==> config.mk <==
export PLATFORM = sky130hd
export DESIGN_NAME = accum_feeder_flat
export DESIGN_NICKNAME = d
export VERILOG_FILES = /design/src/rtl/accum_feeder_if.sv /design/src/rtl/accum_feeder.sv /design/src/flat_wrapper.sv
export SDC_FILE = /design/constraint.sdc
export NUM_CORES = 1
export LEC_CHECK = 0
export ABC_AREA = 0
export BUFFER_PORTS_ARGS = -buffer_cell sky130_fd_sc_hd__buf_2
export CORE_MARGIN = 8
export CORE_UTILIZATION = 60
export DETAILED_ROUTE_END_ITERATION = 16
export GPL_ROUTABILITY_DRIVEN = 0
export PLACE_DENSITY_LB_ADDON = 0.05
export SYNTH_ARGS = -nofsm -noshare
export SYNTH_HDL_FRONTEND = slang
export SYNTH_SLANG_ARGS = --single-unit
==> constraint.sdc <==
create_clock -name clk -period 5.8 [get_ports clk]
set_input_delay 0.58 -clock clk [delete_from_list [all_inputs] [get_ports clk]]
set_output_delay 0.58 -clock clk [all_outputs]
set_load 0.005 [all_outputs]
==> src/rtl/accum_feeder_if.sv <==
// Host/accumulator-facing bundle for accum_feeder: start handshake, operands,
// accumulator control strobes and the neuron result.
interface accum_feeder_if #(
  parameter int NI = 8,
  parameter int B  = 8
) ();
  logic            start;
  logic [NI*B-1:0] features;
  logic [NI-1:0]   weights;
  logic            ready;
  logic [B-1:0]    acc_data;
  logic            acc_add_sub;
  logic            acc_put;
  logic            acc_clr;
  logic            acc_out;
  logic            result;
  logic            result_valid;

  modport master (
    output start, features, weights, acc_out,
    input  ready, acc_data, acc_add_sub, acc_put, acc_clr, result, result_valid
  );

  modport slave (
    input  start, features, weights, acc_out,
    output ready, acc_data, acc_add_sub, acc_put, acc_clr, result, result_valid
  );
endinterface

==> src/rtl/accum_feeder.sv <==
// Streams NI features into an external add/sub accumulator under binary weights,
// then captures the accumulator's sign decision as the neuron output.
module accum_feeder #(
  parameter int NI = 8,
  parameter int B  = 8
) (
  input  logic           clk,
  input  logic           rst,
  accum_feeder_if.slave  bus
);

  localparam int IW = (NI > 1) ? $clog2(NI) : 1;
  localparam logic [IW-1:0] LAST = IW'(NI - 1);

  typedef enum logic [1:0] {
    S_IDLE,
    S_STREAM,
    S_CAPTURE,
    S_DONE
  } state_t;

  state_t          r_state, w_state_nx;
  logic [IW-1:0]   r_idx, w_idx_nx;
  logic [NI*B-1:0] r_features;
  logic [NI-1:0]   r_weights;
  logic            w_accept;

  logic [NI*B-1:0] w_feat_src;
  logic [NI-1:0]   w_wt_src;
  logic [B-1:0]    w_sel_data;
  logic            w_sel_wt;

  logic            w_ready_nx, w_add_sub_nx, w_put_nx, w_clr_nx, w_valid_nx;
  logic [B-1:0]    w_data_nx;

  logic            r_ready, r_acc_add_sub, r_acc_put, r_acc_clr, r_result, r_result_valid;
  logic [B-1:0]    r_acc_data;

  assign w_accept = bus.start && (r_state == S_IDLE);

  // State, index and operand latches
  always_ff @(posedge clk or posedge rst) begin
    if (rst) begin
      r_state    <= S_IDLE;
      r_idx      <= '0;
      r_features <= '0;
      r_weights  <= '0;
    end else begin
      r_state <= w_state_nx;
      r_idx   <= w_idx_nx;
      if (w_accept) begin
        r_features <= bus.features;
        r_weights  <= bus.weights;
      end
    end
  end

  always_comb begin
    w_state_nx = r_state;
    w_idx_nx   = r_idx;
    case (r_state)
      S_IDLE: begin
        if (w_accept) begin
          w_state_nx = S_STREAM;
          w_idx_nx   = '0;
        end
      end
      S_STREAM: begin
        if (r_idx == LAST) begin
          w_state_nx = S_CAPTURE;
          w_idx_nx   = '0;
        end else begin
          w_idx_nx = r_idx + 1'b1;
        end
      end
      S_CAPTURE: w_state_nx = S_DONE;
      S_DONE:    w_state_nx = S_IDLE;
      default:   w_state_nx = S_IDLE;
    endcase
  end

  // Outputs are registered from the next state, so the first feature has to
  // come straight from the port on the accept edge, before the latch holds it.
  always_comb begin
    w_feat_src = (r_state == S_IDLE) ? bus.features : r_features;
    w_wt_src   = (r_state == S_IDLE) ? bus.weights  : r_weights;
    w_sel_data = '0;
    w_sel_wt   = 1'b0;
    for (int unsigned i = 0; i < NI; i++) begin
      if (w_idx_nx == IW'(i)) begin
        w_sel_data = w_feat_src[i*B +: B];
        w_sel_wt   = w_wt_src[i];
      end
    end
  end

  always_comb begin
    w_ready_nx   = 1'b0;
    w_data_nx    = '0;
    w_add_sub_nx = 1'b0;
    w_put_nx     = 1'b0;
    w_clr_nx     = 1'b0;
    w_valid_nx   = 1'b0;
    case (w_state_nx)
      S_IDLE:    w_ready_nx = 1'b1;
      S_STREAM: begin
        w_data_nx    = w_sel_data;
        w_add_sub_nx = w_sel_wt;
        w_put_nx     = (w_idx_nx == LAST);
      end
      S_CAPTURE: w_clr_nx   = 1'b1;
      S_DONE:    w_valid_nx = 1'b1;
      default:   w_ready_nx = 1'b0;
    endcase
  end

  always_ff @(posedge clk or posedge rst) begin
    if (rst) begin
      r_ready        <= 1'b1;
      r_acc_data     <= '0;
      r_acc_add_sub  <= 1'b0;
      r_acc_put      <= 1'b0;
      r_acc_clr      <= 1'b0;
      r_result_valid <= 1'b0;
      r_result       <= 1'b0;
    end else begin
      r_ready        <= w_ready_nx;
      r_acc_data     <= w_data_nx;
      r_acc_add_sub  <= w_add_sub_nx;
      r_acc_put      <= w_put_nx;
      r_acc_clr      <= w_clr_nx;
      r_result_valid <= w_valid_nx;
      if (r_state == S_CAPTURE)
        r_result <= bus.acc_out;
    end
  end

  assign bus.ready        = r_ready;
  assign bus.acc_data     = r_acc_data;
  assign bus.acc_add_sub  = r_acc_add_sub;
  assign bus.acc_put      = r_acc_put;
  assign bus.acc_clr      = r_acc_clr;
  assign bus.result       = r_result;
  assign bus.result_valid = r_result_valid;

endmodule

==> src/flat_wrapper.sv <==
// flat-port wrapper written by rule: the top's interface ports become plain ports
module accum_feeder_flat 
#(
  parameter int NI = 8,
  parameter int B  = 8
)
  (clk, rst, bus_start, bus_features, bus_weights, bus_acc_out, bus_ready, bus_acc_data, bus_acc_add_sub, bus_acc_put, bus_acc_clr, bus_result, bus_result_valid);
  accum_feeder_if #(.NI(NI), .B(B)) bus_i ();
  input  logic clk;
  input  logic rst;
  input wire logic [$bits(bus_i.start)-1:0] bus_start;
  input wire logic [$bits(bus_i.features)-1:0] bus_features;
  input wire logic [$bits(bus_i.weights)-1:0] bus_weights;
  input wire logic [$bits(bus_i.acc_out)-1:0] bus_acc_out;
  output wire logic [$bits(bus_i.ready)-1:0] bus_ready;
  output wire logic [$bits(bus_i.acc_data)-1:0] bus_acc_data;
  output wire logic [$bits(bus_i.acc_add_sub)-1:0] bus_acc_add_sub;
  output wire logic [$bits(bus_i.acc_put)-1:0] bus_acc_put;
  output wire logic [$bits(bus_i.acc_clr)-1:0] bus_acc_clr;
  output wire logic [$bits(bus_i.result)-1:0] bus_result;
  output wire logic [$bits(bus_i.result_valid)-1:0] bus_result_valid;
  assign bus_i.start = bus_start;
  assign bus_i.features = bus_features;
  assign bus_i.weights = bus_weights;
  assign bus_i.acc_out = bus_acc_out;
  assign bus_ready = bus_i.ready;
  assign bus_acc_data = bus_i.acc_data;
  assign bus_acc_add_sub = bus_i.acc_add_sub;
  assign bus_acc_put = bus_i.acc_put;
  assign bus_acc_clr = bus_i.acc_clr;
  assign bus_result = bus_i.result;
  assign bus_result_valid = bus_i.result_valid;
  accum_feeder #(.NI(NI), .B(B)) u_core (.clk(clk), .rst(rst), .bus(bus_i));
endmodule
# After elaboration in Yosys (flattened, before gate mapping)
# Cells that the tools add are included.
[word_totals]
out_inout_bits = 14
in_bits = 76
ff_bits = 91
word_cells = 60
[classes]
mux = 30
n_addsub = 1
n_eq_ne = 14
n_reduce_logical = 4
[ops]
columns = ["cell", "count"]
rows = [
  ["8-bit two-way mux", 10],
  ["64-bit two-way mux", 1],
  ["3-bit equality test (second input constant)", 5],
  ["1-bit two-way mux", 13],
  ["2-bit equality test (second input constant)", 4],
  ["2-bit case mux with 4 select lines", 1],
  ["3-bit by 2-bit equality test with 1-bit output (second input constant)", 2],
  ["3-bit two-way mux", 2],
  ["3-bit case mux with 2 select lines", 1],
  ["2-bit by 1-bit equality test with 1-bit output (second input constant)", 2],
  ["2-bit logical NOT", 2],
  ["2-bit two-way mux", 2],
  ["3-bit by 1-bit adder with 3-bit output (second input constant)", 1],
  ["3-bit by 1-bit equality test with 1-bit output (second input constant)", 1],
  ["3-bit logical NOT", 1],
  ["1-bit logical AND", 1],
]

# Logic depth before layout (Yosys ltp)
[depth]
ltp_word = 14
ltp_mapped = 10
depth_no_buf = 8

# Worst setup path after synthesis
# OpenSTA, ideal clock, no wires.
[synth_timing]
kind = "flip-flop to flip-flop"
from = "register u_core.r_idx[0]"
to = "register u_core.r_acc_add_sub (netlist: u_core.bus.acc_add_sub)"
slack_ns = 3.634
required_ns = 5.674
period_less_slack_ns = 2.166
path_stages_with_launch = 9
setup_ns = 0.126
arrival_ns = 2.040
n_path_buf = 2
path_cell_list = "dfrtp_1 -> ha_1 -> and3b_1 -> buf_6 -> a21oi_4 -> buf_4 -> mux4_2 -> o2bb2ai_1 -> o32a_1"
[synth_via]
elab_chain_len = 13
word_cells_on_any_way = 25
cone_classes = "add/sub: 1; eq/ne: 9; mux: 14; reduce/logical: 1"
[synth_rtl]
columns = ["item", "line", "text"]
rows = [
  ["start: declaration", "accum_feeder.sv:23", "logic [IW-1:0] r_idx, w_idx_nx;"],
  ["start signal: assignment", "accum_feeder.sv:50", "r_idx <= w_idx_nx;"],
  ["3-bit by 1-bit adder with 3-bit output / 3-bit equality test (equally long branches)", "accum_feeder.sv:73, accum_feeder.sv:69", ""],
  ["3-bit two-way mux", "accum_feeder.sv:69", "if (r_idx == LAST) begin"],
  ["3-bit case mux with 2 select lines", "accum_feeder.sv:61", "case (r_state)"],
  ["3-bit logical NOT", "accum_feeder.sv:90", "if (w_idx_nx == IW'(i)) begin"],
  ["1-bit two-way mux (8 in series)", "accum_feeder.sv:90", ""],
  ["1-bit two-way mux *", "accum_feeder.sv:104", "case (w_state_nx)"],
  ["net u_core.w_add_sub_nx", "accum_feeder.sv:33", "logic w_ready_nx, w_add_sub_nx, w_put_nx, w_clr_nx, w_valid_nx;"],
  ["end signal: assignment", "accum_feeder.sv:129", "r_acc_add_sub <= w_add_sub_nx;"],
  ["end: declaration", "accum_feeder.sv:36", "logic r_ready, r_acc_add_sub, r_acc_put, r_acc_clr, r_result, r_result_valid;"],
]
# The timed path passes the listed nets; every way through them passes the cells marked *.
# A chain may end at the register's enable or synchronous reset.

# Final worst setup path
[layout_timing]
from = "register u_core.r_idx[1]"
to = "register u_core.r_acc_data[7] (netlist: u_core.bus.acc_data[7])"
[layout_via]
elab_chain_len = 13
word_cells_on_any_way = 25
cone_classes = "add/sub: 1; eq/ne: 9; mux: 14; reduce/logical: 1"
[layout_rtl]
columns = ["item", "line", "text"]
rows = [
  ["3-bit by 1-bit adder with 3-bit output / 3-bit equality test (equally long branches)", "accum_feeder.sv:73, accum_feeder.sv:69", ""],
  ["3-bit two-way mux", "accum_feeder.sv:69", ""],
  ["3-bit case mux with 2 select lines", "accum_feeder.sv:61", ""],
  ["3-bit logical NOT", "accum_feeder.sv:90", ""],
  ["8-bit two-way mux (8 in series)", "accum_feeder.sv:90", ""],
  ["8-bit two-way mux *", "accum_feeder.sv:104", ""],
  ["net u_core.w_data_nx[7]", "accum_feeder.sv:34", "logic [B-1:0] w_data_nx;"],
  ["end signal: assignment", "accum_feeder.sv:128", "r_acc_data <= w_data_nx;"],
  ["end: declaration", "accum_feeder.sv:37", "logic [B-1:0] r_acc_data;"],
]
# Marks and branches as above.

==> results.sh <==
export IMPL_outcome="complete, no violations"
export IMPL_place_hpwl_um=8504
export IMPL_cts_root_buf="clkbuf_8"
export IMPL_drt_first_pass_iters=6
export IMPL_cts_hold_buffers=0
export IMPL_cp_required_ns=6.04
export IMPL_grtUsageMet1_pct=27.34
export IMPL_start_util_pct=61.24
export IMPL_skew_ns=0.007122
export IMPL_nets=564
export IMPL_ys_flop_type="dfrtp_1"
export IMPL_cap_violations=0
export IMPL_ioPinCount=90
export IMPL_power_density_nw_per_um2=639.6
export IMPL_ys_seq_area_share_pct=45.97
export IMPL_antenna_found_initial=0
export IMPL_finalSetupViolCount=0
export IMPL_worstMarginPinSlew_ns=1.032
export IMPL_cts_tree="done"
export IMPL_ir_drop_mv=0.2987
export IMPL_grt_ovfl_total=0
export IMPL_critical_path_class="reg2reg"
export IMPL_portBuffers=89
export IMPL_die_area_um2=11420
export IMPL_crit_buf_inv=1
export IMPL_grtUsageTotal_pct=21.41
export IMPL_diodes=0
export IMPL_fin_tns_setup_ns=0
export IMPL_area_delta_synth_final_pct=12.40
export IMPL_die_w_um=106.9
export IMPL_post_cts_buffers=0
export IMPL_crit_arrival_ns=3.45
export IMPL_max_stage_delay_ns=0.61
export IMPL_period_minus_slack_ns=3.204
export IMPL_ys_types=53
export IMPL_grt_pass1_wl_um=19310
export IMPL_synth_edff_count=0
export IMPL_cts_made_buffers=9
export IMPL_crit_family="compound AO/OA/AOI/OAI gates"
export IMPL_syn_num_nets=493
export IMPL_core_um2=8093
export IMPL_synth_ff_latch_count=91
export IMPL_crit_fanout=28
export IMPL_grtUsageMet3_pct=5.219
export IMPL_die_h_um=106.9
export IMPL_worstSetupEndpointType="flop"
export IMPL_p_leak_nw=2.549
export IMPL_antenna_left=0
export IMPL_wire_per_inst_um=20.01
export IMPL_ys_warn_count=0
export IMPL_cp_start_kind="flop"
export IMPL_cts_sinks=91
export IMPL_remaining_drc_errors=0
export IMPL_drt_wl_total_um=11900
export IMPL_slew_violations=0
export IMPL_hp_class="in2async"
export IMPL_first_iter_violations=228
export IMPL_dr_total_vias=3697
export IMPL_cts_buffer_depth=2
export IMPL_crit_chain="ha_1 -> and3b_1 -> a21oi_4 -> inv_2 -> o21ai_1 -> o32ai_1 -> o32a_1"
export IMPL_cts_reportedPaths_clkPinSlew_ns=0.09
export IMPL_power_mw=3.563
export IMPL_nFillCells=625
export IMPL_hold_viol_final=0
export IMPL_grt_setup_unrepaired="false"
export IMPL_htreeDepth=3
export IMPL_grt_pass1_vias=3790
export IMPL_max_freq_mhz=312.1
export IMPL_clk_insertion_delay_late_ns=0.36
export IMPL_grt_max_degree=63
export IMPL_place_inst=580
export IMPL_netlist_instances=415
export IMPL_fin_cells=595
export IMPL_avgSynthCellArea_um2=11.94
export IMPL_async_reset_ff_share_pct=100.0
export IMPL_syn_cell_area_um2=4956
export IMPL_drive_above_1_share_pct=42.24
export IMPL_grt_use_met2_pct=35.44
export IMPL_period_share_pct=55.25
export IMPL_top_usage_layer="met2"
export IMPL_slew_headroom_pct=31.21
export IMPL_rows=33
export IMPL_cts_resized=0
export IMPL_regToRegStartpoint="u_core.r_idx[1]$_DFF_PP0_"
export IMPL_crit_path_start="u_core.r_idx[1]$_DFF_PP0_"
export IMPL_viasPerCell=6.213
export IMPL_slowest_stage="a21oi_4"
==> power by group <==
| part | leakage (nW) | internal (mW) | total (mW) | switching (mW) |
|---|---|---|---|---|
| Combinational | 1.35 | 0.894 | 1.94 | 1.05 |
| Sequential | 1.09 | 0.956 | 1.15 | 0.193 |
| Clock | 0.110 | 0.253 | 0.474 | 0.221 |
| Total | 2.55 | 2.10 | 3.56 | 1.46 |
==> per-layer routing <==
metal  up-vias  share of wire, %
met1      1859                43
li1       1693                 -
met2       137                51
met5         -                 0
met4         0              0.67
met3         8               6.0
==> synth_stat cells (3+ instances only) <==
library cell / n / area (µm²)
inv_2: 3 / 11.26
a32o_1: 3 / 30.03
buf_6: 7 / 78.83
a21oi_1: 5 / 25.02
inv_1: 4 / 15.01
mux4_2: 7 / 157.7
o2bb2ai_1: 5 / 43.79
mux2i_1: 28 / 280.3
o21ai_1: 5 / 25.02
clkbuf_1: 5 / 18.77
nor2b_1: 3 / 18.77
o211a_1: 4 / 40.04
nand3_1: 6 / 30.03
o211ai_1: 4 / 30.03
buf_4: 3 / 22.52
nand2_1: 42 / 157.7
dfrtp_1: 90 / 2252
o21ai_0: 5 / 25.02
a22oi_1: 9 / 67.56
a311oi_1: 4 / 35.03
o32a_1: 3 / 30.03
o32ai_1: 5 / 43.79
mux2_2: 75 / 844.6
and2_1: 3 / 18.77
o22ai_1: 4 / 25.02
nor2_1: 20 / 75.07
nor3_1: 7 / 35.03
buf_2: 18 / 90.09
==> sequential cells by signal, summed over array words and instances, names as in the netlist, 2 cells and up <==
signal	count
u_core.r_features	64
u_core.bus.acc_data	8
u_core.r_idx	3
u_core.r_weights	8
u_core.r_state	2
==> final cells by class <==
cell class                 instances  area (µm²)  share of cell area, %
clock buffer                      11       141.4                  2.538
clock inverter                     4       73.82                  1.325
inverter                           7       27.53                 0.4942
multi-input combinational        284        2442                  43.85
sequential                        91        2278                  40.90
tap                              105       131.4                  2.358
timing repair buffer              93       475.5                  8.535
==> path summary, 6_finish.rpt <==
kind                                                      to  slack [ns]  cells after the start
setup reg to reg            u_core.bus.acc_data[7]$_DFF_PP0_        2.60                      7
min in group clk               u_core.bus.result$_DFFE_PP0N_        0.45                      2
max in group asynchronous  u_core.r_features[43]$_DFFE_PP0P_        4.42                      3
setup / recovery            u_core.bus.acc_data[7]$_DFF_PP0_        2.60                      7
hold / removal             u_core.r_features[10]$_DFFE_PP0P_        0.22                      2
hold reg to reg              u_core.r_weights[5]$_DFFE_PP0P_        0.51                      1
==> kinds of logic (layout without fill, tap and decap cells) <==
group	after synthesis	count (layout)	synth area share, %
and+or+nand+nor	91	91	8.458
adders and majority gates	2	2	0.5048
buffers and inverters	40	115	4.772
muxes	110	110	25.88
AOI/OAI and AO/OA	81	81	14.42
DFF	91	91	45.97
==> cell usage in the layout, fill, tap and decap left out, types with 3 or more instances in the layout <==
cell type  Yosys  final
o22ai_1        4      4
a22oi_1        9      9
o211a_1        4      4
mux2i_1       28     28
buf_4          3      4
dfrtp_1       90     90
o21ai_1        5      5
nand3_1        6      6
nand2_1       42     42
a32o_1         3      3
o2bb2ai_1      5      5
o32ai_1        5      5
o211ai_1       4      4
o32a_1         3      3
a21oi_1        5      5
nor2_1        20     20
nor3_1         7      7
inv_1          4      3
mux2_2        75     75
mux4_2         7      7
buf_2         18     89
o21ai_0        5      5
a311oi_1       4      4
nor2b_1        3      3
inv_2          3      3
clkbuf_8       0     10
==> metrics by stage <==
stage               util, %  area (µm²)  worst slack (ns)  hold slack, ns
floorplan                 -        4956             2.858          0.4721
global placement      66.17        5355             2.764          0.4841
detailed placement    66.17        5355             2.656          0.4947
CTS                   68.83        5570             2.649          0.2254
global route          68.83        5570             2.413          0.2446
finish                68.83        5570             2.596          0.2173
Power figures use the tool's default switching activity.
